$ cat src/rtl/uart_tx_fifo.sv
// Transmit holding FIFO plus launch controller feeding a uart_tx.
// Pops one byte per frame and keeps tx_din stable from launch until tx_done.
`timescale 1ns/1ps

module uart_tx_fifo #(
  parameter  int DEPTH = 16,
  localparam int AW    = $clog2(DEPTH)
) (
  input  logic          clk,
  input  logic          rst_n,
  input  logic          wr_en,
  input  logic [7:0]    wr_data,
  input  logic          flush,
  input  logic          tx_busy,
  input  logic          tx_done,
  output logic [7:0]    tx_din,
  output logic          tx_start,
  output logic          full,
  output logic          empty,
  output logic [AW:0]   count,
  output logic          overrun,
  output logic          temt
);

  localparam logic [1:0] ST_IDLE = 2'd0;
  localparam logic [1:0] ST_REQ  = 2'd1;
  localparam logic [1:0] ST_SEND = 2'd2;

  localparam logic [AW:0]   CNT_ONE  = {{AW{1'b0}}, 1'b1};
  localparam logic [AW:0]   CNT_FULL = (AW+1)'(DEPTH);
  localparam logic [AW-1:0] PTR_ONE  = {{(AW-1){1'b0}}, 1'b1};

  logic [7:0]    mem [DEPTH];

  logic [AW-1:0] wptr_q, wptr_d;
  logic [AW-1:0] rptr_q, rptr_d;
  logic [AW:0]   count_q, count_d;
  logic          full_q, full_d;
  logic          empty_q, empty_d;
  logic          overrun_q, overrun_d;
  logic          temt_q, temt_d;
  logic [1:0]    state_q, state_d;
  logic [7:0]    tx_din_q, tx_din_d;
  logic          tx_start_q, tx_start_d;

  logic          push;
  logic          pop;

  // full is the registered pre-edge flag, so a same-cycle pop never admits a write into a full FIFO
  assign push = wr_en && !full_q && !flush;
  assign pop  = (state_q == ST_IDLE) && !empty_q && !tx_busy;

  always_comb begin
    wptr_d    = wptr_q;
    rptr_d    = rptr_q;
    count_d   = count_q;
    overrun_d = wr_en && full_q && !flush;

    if (flush) begin
      wptr_d  = '0;
      rptr_d  = '0;
      count_d = '0;
    end else begin
      if (push) begin
        wptr_d = wptr_q + PTR_ONE;
      end
      if (pop) begin
        rptr_d = rptr_q + PTR_ONE;
      end
      case ({push, pop})
        2'b10:   count_d = count_q + CNT_ONE;
        2'b01:   count_d = count_q - CNT_ONE;
        default: count_d = count_q;
      endcase
    end

    full_d  = (count_d == CNT_FULL);
    empty_d = (count_d == '0);
  end

  // Launch controller: a pop under flush still latches the head, flush never touches the FSM
  always_comb begin
    state_d    = state_q;
    tx_din_d   = tx_din_q;
    tx_start_d = tx_start_q;

    case (state_q)
      ST_IDLE: begin
        if (pop) begin
          tx_din_d   = mem[rptr_q];
          tx_start_d = 1'b1;
          state_d    = ST_REQ;
        end
      end
      ST_REQ: begin
        if (tx_busy) begin
          tx_start_d = 1'b0;
          state_d    = ST_SEND;
        end
      end
      ST_SEND: begin
        if (tx_done) begin
          state_d = ST_IDLE;
        end
      end
      default: begin
        tx_start_d = 1'b0;
        state_d    = ST_IDLE;
      end
    endcase

    temt_d = empty_d && (state_d == ST_IDLE);
  end

  always_ff @(posedge clk) begin
    if (push) begin
      mem[wptr_q] <= wr_data;
    end
  end

  always_ff @(posedge clk or negedge rst_n) begin
    if (!rst_n) begin
      wptr_q     <= '0;
      rptr_q     <= '0;
      count_q    <= '0;
      full_q     <= 1'b0;
      empty_q    <= 1'b1;
      overrun_q  <= 1'b0;
      temt_q     <= 1'b1;
      state_q    <= ST_IDLE;
      tx_din_q   <= 8'h00;
      tx_start_q <= 1'b0;
    end else begin
      wptr_q     <= wptr_d;
      rptr_q     <= rptr_d;
      count_q    <= count_d;
      full_q     <= full_d;
      empty_q    <= empty_d;
      overrun_q  <= overrun_d;
      temt_q     <= temt_d;
      state_q    <= state_d;
      tx_din_q   <= tx_din_d;
      tx_start_q <= tx_start_d;
    end
  end

  assign tx_din   = tx_din_q;
  assign tx_start = tx_start_q;
  assign full     = full_q;
  assign empty    = empty_q;
  assign count    = count_q;
  assign overrun  = overrun_q;
  assign temt     = temt_q;

endmodule

$ cat config.mk
export PLATFORM = sky130hd
export DESIGN_NAME = uart_tx_fifo
export DESIGN_NICKNAME = d
export VERILOG_FILES = /design/src/rtl/uart_tx_fifo.sv
export SDC_FILE = /design/constraint.sdc
export NUM_CORES = 1
export LEC_CHECK = 0
export BUFFER_PORTS_ARGS = -buffer_cell sky130_fd_sc_hd__buf_2
export CORE_ASPECT_RATIO = 0.6
export CORE_MARGIN = 2
export CORE_UTILIZATION = 45
export CTS_CLUSTER_DIAMETER = 120
export DETAILED_ROUTE_END_ITERATION = 7
export GPL_TIMING_DRIVEN = 1
export MAX_ROUTING_LAYER = met4
export SYNTH_ARGS = -nofsm -noshare
export SYNTH_HDL_FRONTEND = slang
export SYNTH_SLANG_ARGS = --single-unit
$ cat constraint.sdc
create_clock -name clk -period 2.9 [get_ports clk]
set_input_delay 0.58 -clock clk [delete_from_list [all_inputs] [get_ports clk]]
set_output_delay 0.58 -clock clk [all_outputs]
set_load 0.1 [all_outputs]
Word level (Yosys, flattened, before mapping)
Memories as Yosys holds them, arrays and structs flattened. A register that Yosys moved wholly into a read port is not among the register bits.
Index checks and enable logic that the tools add are counted.
W data, S select, Z words.
{"block": "op_classes", "n_reduce_logical": 19, "n_mux": 15, "addsub": 4, "n_bitwise": 1, "n_eq_ne": 7}
{"operator": "$mux W4", "n": 4}
{"operator": "$pmux W5 S2", "n": 1}
{"operator": "$add A4 B1 Y4 const B", "n": 2}
{"operator": "$logic_and A1 B1 Y1", "n": 7}
{"operator": "$mux W2", "n": 3}
{"operator": "$pmux W2 S3", "n": 1}
{"operator": "$add A5 B1 Y5 const B", "n": 1}
{"operator": "$eq A5 B5 Y1 const B", "n": 1}
{"operator": "$logic_not A1 Y1", "n": 5}
{"operator": "$logic_not A5 Y1", "n": 1}
{"operator": "$mux W5", "n": 1}
{"operator": "$sub A5 B1 Y5 const B", "n": 1}
{"operator": "$eq A2 B1 Y1 const B", "n": 2}
{"operator": "$eq A2 B2 Y1 const B", "n": 2}
{"operator": "$logic_not A2 Y1", "n": 2}
{"operator": "$mux W1", "n": 4}
{"operator": "$ne A2 B2 Y1 const B", "n": 2}
{"operator": "$reduce_bool A2 Y1", "n": 2}
{"operator": "$pmux W1 S3", "n": 1}
{"operator": "$reduce_and A3 Y1", "n": 1}
{"operator": "$reduce_and A2 Y1", "n": 1}
{"operator": "$not A1 Y1", "n": 1}
{"block": "totals", "mem_count": 1, "ff_bits": 20, "ram_bits": 128, "word_cells": 56, "in_bits": 14, "output_inout_bits": 18}
{"name": "mem", "depth": 16, "word_bits": 8, "read_ports": 1, "rd_clocked_by_memory_dff": 1, "wr": 1, "line_no": "33", "source": "logic [7:0] mem [DEPTH];"}

Depth between registers and ports, before layout
Gate-level depths: netlist of run 1.
{"block": "logic_depth", "ltp_word": 8, "mapped_depth": 11, "depth_no_buf": 11}

Worst setup path after synthesis of run 1
No wires, ideal clock.
{"block": "synth_timing", "path_type": "reg2reg", "from": "reg empty_q (netlist: empty)", "to": "reg temt_q (netlist: temt)", "setup_time_ns": 0.080, "path_stages_with_launch": 12, "required_time_ns": 2.820, "period_less_slack_ns": 3.122, "arrival_ns": 3.043, "n_path_buf": 0, "setup_slack_ns": -0.222, "path_cell_list": "dfstp_2 > nor2_1 > nand2_2 > clkinv_1 > ha_1 > xor2_1 > ha_1 > a21oi_1 > mux2i_1 > mux2i_1 > o311ai_0 > o21ai_0"}
{"block": "synth_via", "elab_chain_len": 8, "elab_cells_between_ends": 12, "cone_classes": "2 x eq/ne; 4 x mux; 6 x reduce/logical"}
{"item": "from (decl)", "line_no": "39", "source": "logic empty_q, empty_d;"}
{"item": "from (signal assigned)", "line_no": "138", "source": "empty_q <= empty_d;"}
{"item": "$logic_not A1 Y1 (*)", "line_no": "51", "source": "assign pop = (state_q == ST_IDLE) && !empty_q && !tx_busy;"}
{"item": "$logic_and A1 B1 Y1 (*) (2 in series)", "line_no": "51"}
{"item": "$eq A2 B1 Y1 or $eq A2 B2 Y1 (tied branches)", "line_no": "70", "source": "case ({push, pop})"}
{"item": "$pmux W5 S2", "line_no": "70"}
{"item": "$mux W5", "line_no": "59", "source": "if (flush) begin"}
{"item": "$logic_not A5 Y1", "line_no": "78", "source": "empty_d = (count_d == '0);"}
{"item": "$logic_and A1 B1 Y1 (*)", "line_no": "112", "source": "temt_d = empty_d && (state_d == ST_IDLE);"}
{"item": "via temt_d", "line_no": "41", "source": "logic temt_q, temt_d;"}
{"item": "to (signal assigned)", "line_no": "140", "source": "temt_q <= temt_d;"}
{"item": "to (decl)", "line_no": "41"}
The timed path passes the listed nets; every way through them passes the cells marked *.
A chain may end at the register's enable or synchronous reset.

Final worst setup path of run 1
Same ends and word-level chain as after synthesis.

==> impl_metrics.csv, run 1 <==
group,metric,value,unit
power,internal-power,4380,uW
timing,clock_skew,8.74,ps
clock_tree,clk_path_buf_depth,2,
die,ios,32,
routing,dr.pass1.iters,5,
yosys,syn_inst,382,
timing,fmax,376,MHz
timing,layout_min_cycle_time,2660,ps
placed_design,dp_slack,101,ps
yosys,netlist_top_cells_area,"edfxtp_1, dfrtp_1, mux4_2, mux2i_1, mux2_2",
die,die_y,96.5,microns
routing,routed-via-count,3426,
placed_design,portBuffers,31,
power,pwr-share-comb,22.6,%
run,max-cap-violations,0,
grt,grt_overflow_total,0,
placed_design,place_hpwl,8.64,mm
clock_tree,clock-root-buffer,"clkbuf_16",
clock_tree,cts.sink_count,156,
timing,worst_pin_slew,802,ps
routing,wl,13.0,mm
clock_tree,cts_tree,"yes",
finish,area_growth,17.8,%
power,power-per-cell-area,855,nW/um^2
setup_path,rrSetupSlack,240,ps
yosys,synthArstFlopShare,17.9,%
power,peakVddDrop,0.368,mV
clock_tree,insertion_delay,420,ps
timing,hold_viol_final,0,
timing,slew_headroom,46.5,%
grt,grt_pass1_vias,3353,
die,dieWidth,158,microns
setup_path,reg2reg_depth,11,
yosys,synth_edf_count,128,
setup_path,cp-start-kind,"flop",
clock_tree,ctsHtreeMaxLevel,4,
setup_path,crit_type,"reg2reg",
setup_path,r2r-start,"empty",
routing,ant_nets,0,
yosys,syn-num-nets,404,
clock_tree,cts-hold-fix-buffers,0,
power,clkPwrFrac,35.9,%
setup_path,path_max_fanout,7,
placed_design,place_area,6930,sq um
timing,setup_tns,0,ps
routing,drt-initial-drc-count,225,
yosys,avgSynthCellArea,16.8,sq um
setup_path,cp-end-kind,"flop",
yosys,yosys_register_bits,156,
die,initial_utilization,46.5,%
placed_design,gp_congestion,0.782,
finish,num_antenna_cells,0,
yosys,synth_cell_types,45,
setup_path,r2r-end,"temt",
grt,grt_pass1_wl,19.8,mm
routing,viasPerCell,5.32,
timing,finalMaxSlewViolations,0,
yosys,synth_top_area_share,59.9,%
yosys,yosysWarningCount,0,
timing,rsz0062_at_grt,"false",
routing,drcViolationCount,0,
finish,most-common-layout-cells,"edfxtp_1, nor2_1, buf_2",
power,sequentialPowerShare,41.5,%
grt,track_usage,19.3,%
yosys,yosysTopAreaCell,"edfxtp_1",
power,p_leak,0.00265,uW
grt,grt_start_max_net_pins,29,
hold_path,worstHoldPathType,"in2async",
die,die_area,15300,sq um
finish,final_layout_size_suffix_gt1_share,29.4,%
yosys,netlist_area,6420,sq um
timing,setup_viol,0,
yosys,synth-seq-area-share,70.9,%
setup_path,critPathRequiredTime,3240,ps
clock_tree,clk_pin_slew,60,ps
power,p_sw_share,32.1,%
setup_path,cp.arrival,3000,ps
finish,nets,462,
timing,period_share,91.8,%
die,rows,33,
run_status,status,"finished clean",
timing,layout_setup_ws,239,ps
die,core,13800,sq um
finish,final_common_cell,"edfxtp_1",
clock_tree,cts_buffers,17,
grt,antenna_found_initial,0,
finish,final_area,7560,sq um
routing,wire_per_inst,20.2,microns
yosys,synth_flop_cell,"edfxtp_1",
power,switching_power,2080,uW
## cells in the mapped netlist (all sizes together), types with 2 or more instances
library cell / n
edfxtp: 128
nor2: 37
dfrtp: 26
mux4: 22
mux2i: 19
mux2: 15
o21ai: 14
a21oi: 13
nand2: 13
buf: 9
clkbuf: 9
ha: 8
inv: 6
nor3: 6
o21bai: 6
o22ai: 6
xor2: 6
a221o: 5
xnor2: 5
nand2b: 4
nor3b: 3
dfstp: 2
nand4: 2
o31a: 2
or3b: 2
## cell type report
cell class              count  area, sq um
fillers                  1131         6230
repair buffers             57          363
clock inverters            14          199
flip-flops and latches    156         4550
clock buffers              17          425
well taps                 192          240
inverters                   7         27.5
multi-input cells         201         1750
## metal layers
metal	track usage, %	vias up	wire, microns
li1	-	1600	-
met1	28.4	1751	6810
met2	27.0	67	5670
met3	4.24	8	475
met4	5.86	0	77
met5	-	-	0
## worst max path at each step
stage	from	endpoint	cells past startpoint	slack (ps)
floorplan	empty	temt	11	40
global placement	tx_busy	temt	12	210
detailed placement	tx_busy	temt	12	100
CTS	empty	temt	11	250
global route	empty	temt	11	40
finish	empty	temt	11	240
## state kept, by name (all words and copies together) (netlist names)
name,flops
mem,128
temt,1
tx_din,8
wptr_q,4
rptr_q,4
empty,1
tx_start,1
count,5
overrun,1
full,1
state_q,2
## timing repair
| item | 4_1_cts | 5_1_grt |
|---|---|---|
| setup buffers | 0 | 0 |
| gates resized for setup | 0 | 1 |
| setup endpoints to repair | 0 | 1 |
## logic make-up after synthesis
family | after synthesis | synth area share (%)
compound gates | 50 | 4.97
xor+xnor | 11 | 1.50
simple gates | 76 | 5.60
fa+ha+maj | 8 | 1.56
flops | 156 | 70.9
mux | 56 | 13.6
buf+inv | 25 | 1.97
## critical path, cell delays in order, from the launching register on
cell and delay, ps:
dfstp_4 620, nor2_1 60, nand2_2 80, clkinv_2 70
ha_2 230, xor2_1 170, ha_1 220, a21oi_1 190
mux2i_2 310, mux2i_1 300, o311ai_0 170, o21ai_0 180
## power groups by stage
stage | Combinational, uW | Clock [uW] | Sequential, uW
2_1_floorplan | 626 | 0 | 3270
3_3_place_gp | 1450 | 0 | 2730
3_5_place_dp | 1460 | 0 | 2730
4_1_cts | 1470 | 2380 | 2690
5_1_grt | 1550 | 2460 | 2700
6_report | 1460 | 2320 | 2680
## stage by stage
step | util (%) | hold WS [ps] | std cells | power (uW)
after floorplan | - | 284 | 382 | 3890
after global placement | 50.3 | 489 | 613 | 4180
after detailed placement | 50.3 | 503 | 613 | 4200
after CTS | 54.8 | 224 | 644 | 6530
after global routing | 54.8 | 235 | 644 | 6720
final | 54.8 | 201 | 644 | 6460
No activity file was read; power rests on OpenSTA's default activity.
==> run 2, diff against run 1 <==
--- a/config.mk
+++ b/config.mk
@@ -6,6 +6,8 @@
 export NUM_CORES = 1
 export LEC_CHECK = 0
 export BUFFER_PORTS_ARGS = -buffer_cell sky130_fd_sc_hd__buf_2
+export CELL_PAD_IN_SITES_DETAIL_PLACEMENT = 1
+export CELL_PAD_IN_SITES_GLOBAL_PLACEMENT = 2
 export CORE_ASPECT_RATIO = 0.6
 export CORE_MARGIN = 2
 export CORE_UTILIZATION = 45
@@ -13,6 +15,7 @@
 export DETAILED_ROUTE_END_ITERATION = 7
 export GPL_TIMING_DRIVEN = 1
 export MAX_ROUTING_LAYER = met4
+export PLACE_DENSITY_LB_ADDON = 0.1
 export SYNTH_ARGS = -nofsm -noshare
 export SYNTH_HDL_FRONTEND = slang
 export SYNTH_SLANG_ARGS = --single-unit
==> run 2 against run 1 <==
Sequential cell count unchanged. Critical path depth unchanged. Fmax down 2.9%. Register-to-register slack worse by 80 ps. Non-clock buffer count up 2. Critical path type unchanged. Final cell count up 0.47%. Highest routed layer unchanged. Clock-buffer cell count unchanged. Global-route usage up 2.2 points. First-iteration DRC count up 0.89%. Sequential power about the same. Sequential share of layout area down 0.070 points.
==> impl_metrics.csv, run 2 (synthesized netlist as in run 1, its figures left out) <==
group,metric,value,unit
timing,worst_pin_slew,754,ps
finish,area_growth,17.9,%
die,core,13800,sq um
grt,antenna_found_initial,0,
clock_tree,clock-root-buffer,"clkbuf_16",
timing,setup_viol,0,
timing,period_share,94.5,%
setup_path,critPathRequiredTime,3250,ps
routing,wl,14.5,mm
die,ios,32,
finish,nets,464,
finish,num_antenna_cells,0,
timing,fmax,365,MHz
setup_path,cp-start-kind,"flop",
finish,final_common_cell,"edfxtp_1",
timing,layout_min_cycle_time,2740,ps
timing,slew_headroom,49.7,%
finish,fin_util,54.9,%
die,dieWidth,158,microns
grt,track_usage,21.5,%
grt,grt_overflow_total,0,
power,p_leak,0.00264,uW
clock_tree,cts_buffers,17,
setup_path,cp-end-kind,"flop",
die,die_y,96.5,microns
clock_tree,ctsHtreeMaxLevel,4,
timing,rsz0062_at_grt,"false",
timing,holdWs,218,ps
setup_path,crit_type,"reg2reg",
grt,grt_pass1_vias,3599,
run,max-cap-violations,0,
setup_path,path_max_fanout,7,
routing,routed-via-count,3517,
timing,hold_viol_final,0,
die,die_area,15300,sq um
finish,top_register,"mem",
finish,largest_register_ffs,128,
routing,ant_nets,0,
clock_tree,cts_tree,"yes",
routing,dr.pass1.iters,4,
die,rows,33,
routing,drt-initial-drc-count,227,
power,power-per-cell-area,856,nW/um^2
routing,drcViolationCount,0,
clock_tree,cts.sink_count,156,
die,initial_utilization,46.5,%
routing,viasPerCell,5.44,
placed_design,gp_congestion,0.802,
grt,grt_pass1_wl,22.2,mm
clock_tree,insertion_delay,420,ps
finish,fillerInstances,1299,
clock_tree,clk_pin_slew,70,ps
routing,wire_per_inst,22.4,microns
timing,finalMaxSlewViolations,0,
hold_path,worstHoldPathType,"in2async",
clock_tree,clk_path_buf_depth,2,
finish,final_layout_size_suffix_gt1_share,30.1,%
placed_design,place_hpwl,9.34,mm
finish,most-common-layout-cells,"edfxtp_1, nor2_1, buf_2",
setup_path,cp.arrival,3090,ps
timing,setup_tns,0,ps
placed_design,portBuffers,31,
grt,grt_start_max_net_pins,41,
power,peakVddDrop,0.403,mV
run_status,status,"finished clean",
timing,clock_skew,10.2,ps
[run 2: cell count changes in the layout (fill, tap and decap cells not counted)]
cell        previous run  this run
inv_8                  5         2
clkinv_4               1         3
mux2i_2                1         2
mux2i_1               18        17
inv_6                  5         6
clkinvlp_4             0         2
bufinv_16              3         2
buf_12                 1         2
buf_4                 25        26
[run 2: path summary, 6_finish.rpt]
kind                       startpoint    endpoint  slack [ps]  cells past startpoint
max                             empty        temt         160                     11
max in group asynchronous       rst_n        full        2140                      1
min                             rst_n   wptr_q[3]         220                      1
min reg2reg                state_q[1]  state_q[1]         510                      1
min in group clk                wr_en     overrun         380                      3
max reg2reg                     empty        temt         160                     11
[run 2: worst max-delay path, cell delays in order, from the launching register on]
cell and delay (ps):
dfstp_4 620, nor2_1 60, nand2_2 80, clkinv_2 90, ha_2 240, xor2_1 180
ha_1 240, a21oi_1 190, mux2i_2 300, mux2i_2 300, o311ai_0 180, o21ai_0 180
[run 2: routing by layer]
metal	vias up	wire, microns	global-route usage (%)
met5	-	0	-
met4	0	126	7.21
met3	12	726	3.93
met1	1833	7490	32.3
met2	64	6180	29.5
li1	1608	-	-
[run 2: timing repair]
item	in CTS	in global routing
endpoints found under the setup margin	0	1
buffers inserted	0	1
resized for setup	0	2
hold buffers	0	0
[run 2: per-stage QoR]
step	setup WS (ps)	power, uW	area (sq um)	std cells
global placement	43.1	4210	6950	614
detailed placement	-55.9	4230	6950	614
floorplan	44.8	3890	6430	382
finish	158	6470	7570	647
global route	9.17	6720	7570	647
CTS	99.9	6500	7550	646
[run 2: layout make-up]
cell class | count | area [sq um] | area share [%]
inverter | 7 | 27.5 | 0.364
tap | 192 | 240 | 3.17
timing repair buffer | 59 | 390 | 5.16
sequential | 156 | 4550 | 60.2
clock inverter | 15 | 176 | 2.33
multi-input combinational | 201 | 1750 | 23.2
clock buffer | 17 | 425 | 5.62
[run 2: power by group]
group          internal, uW  total, uW  switching, uW  leakage (uW)
Combinational           461       1540           1080      0.000836
Clock                  1300       2270            967      0.000290
Sequential             2560       2660            106       0.00152
Total                  4320       6470           2160       0.00264
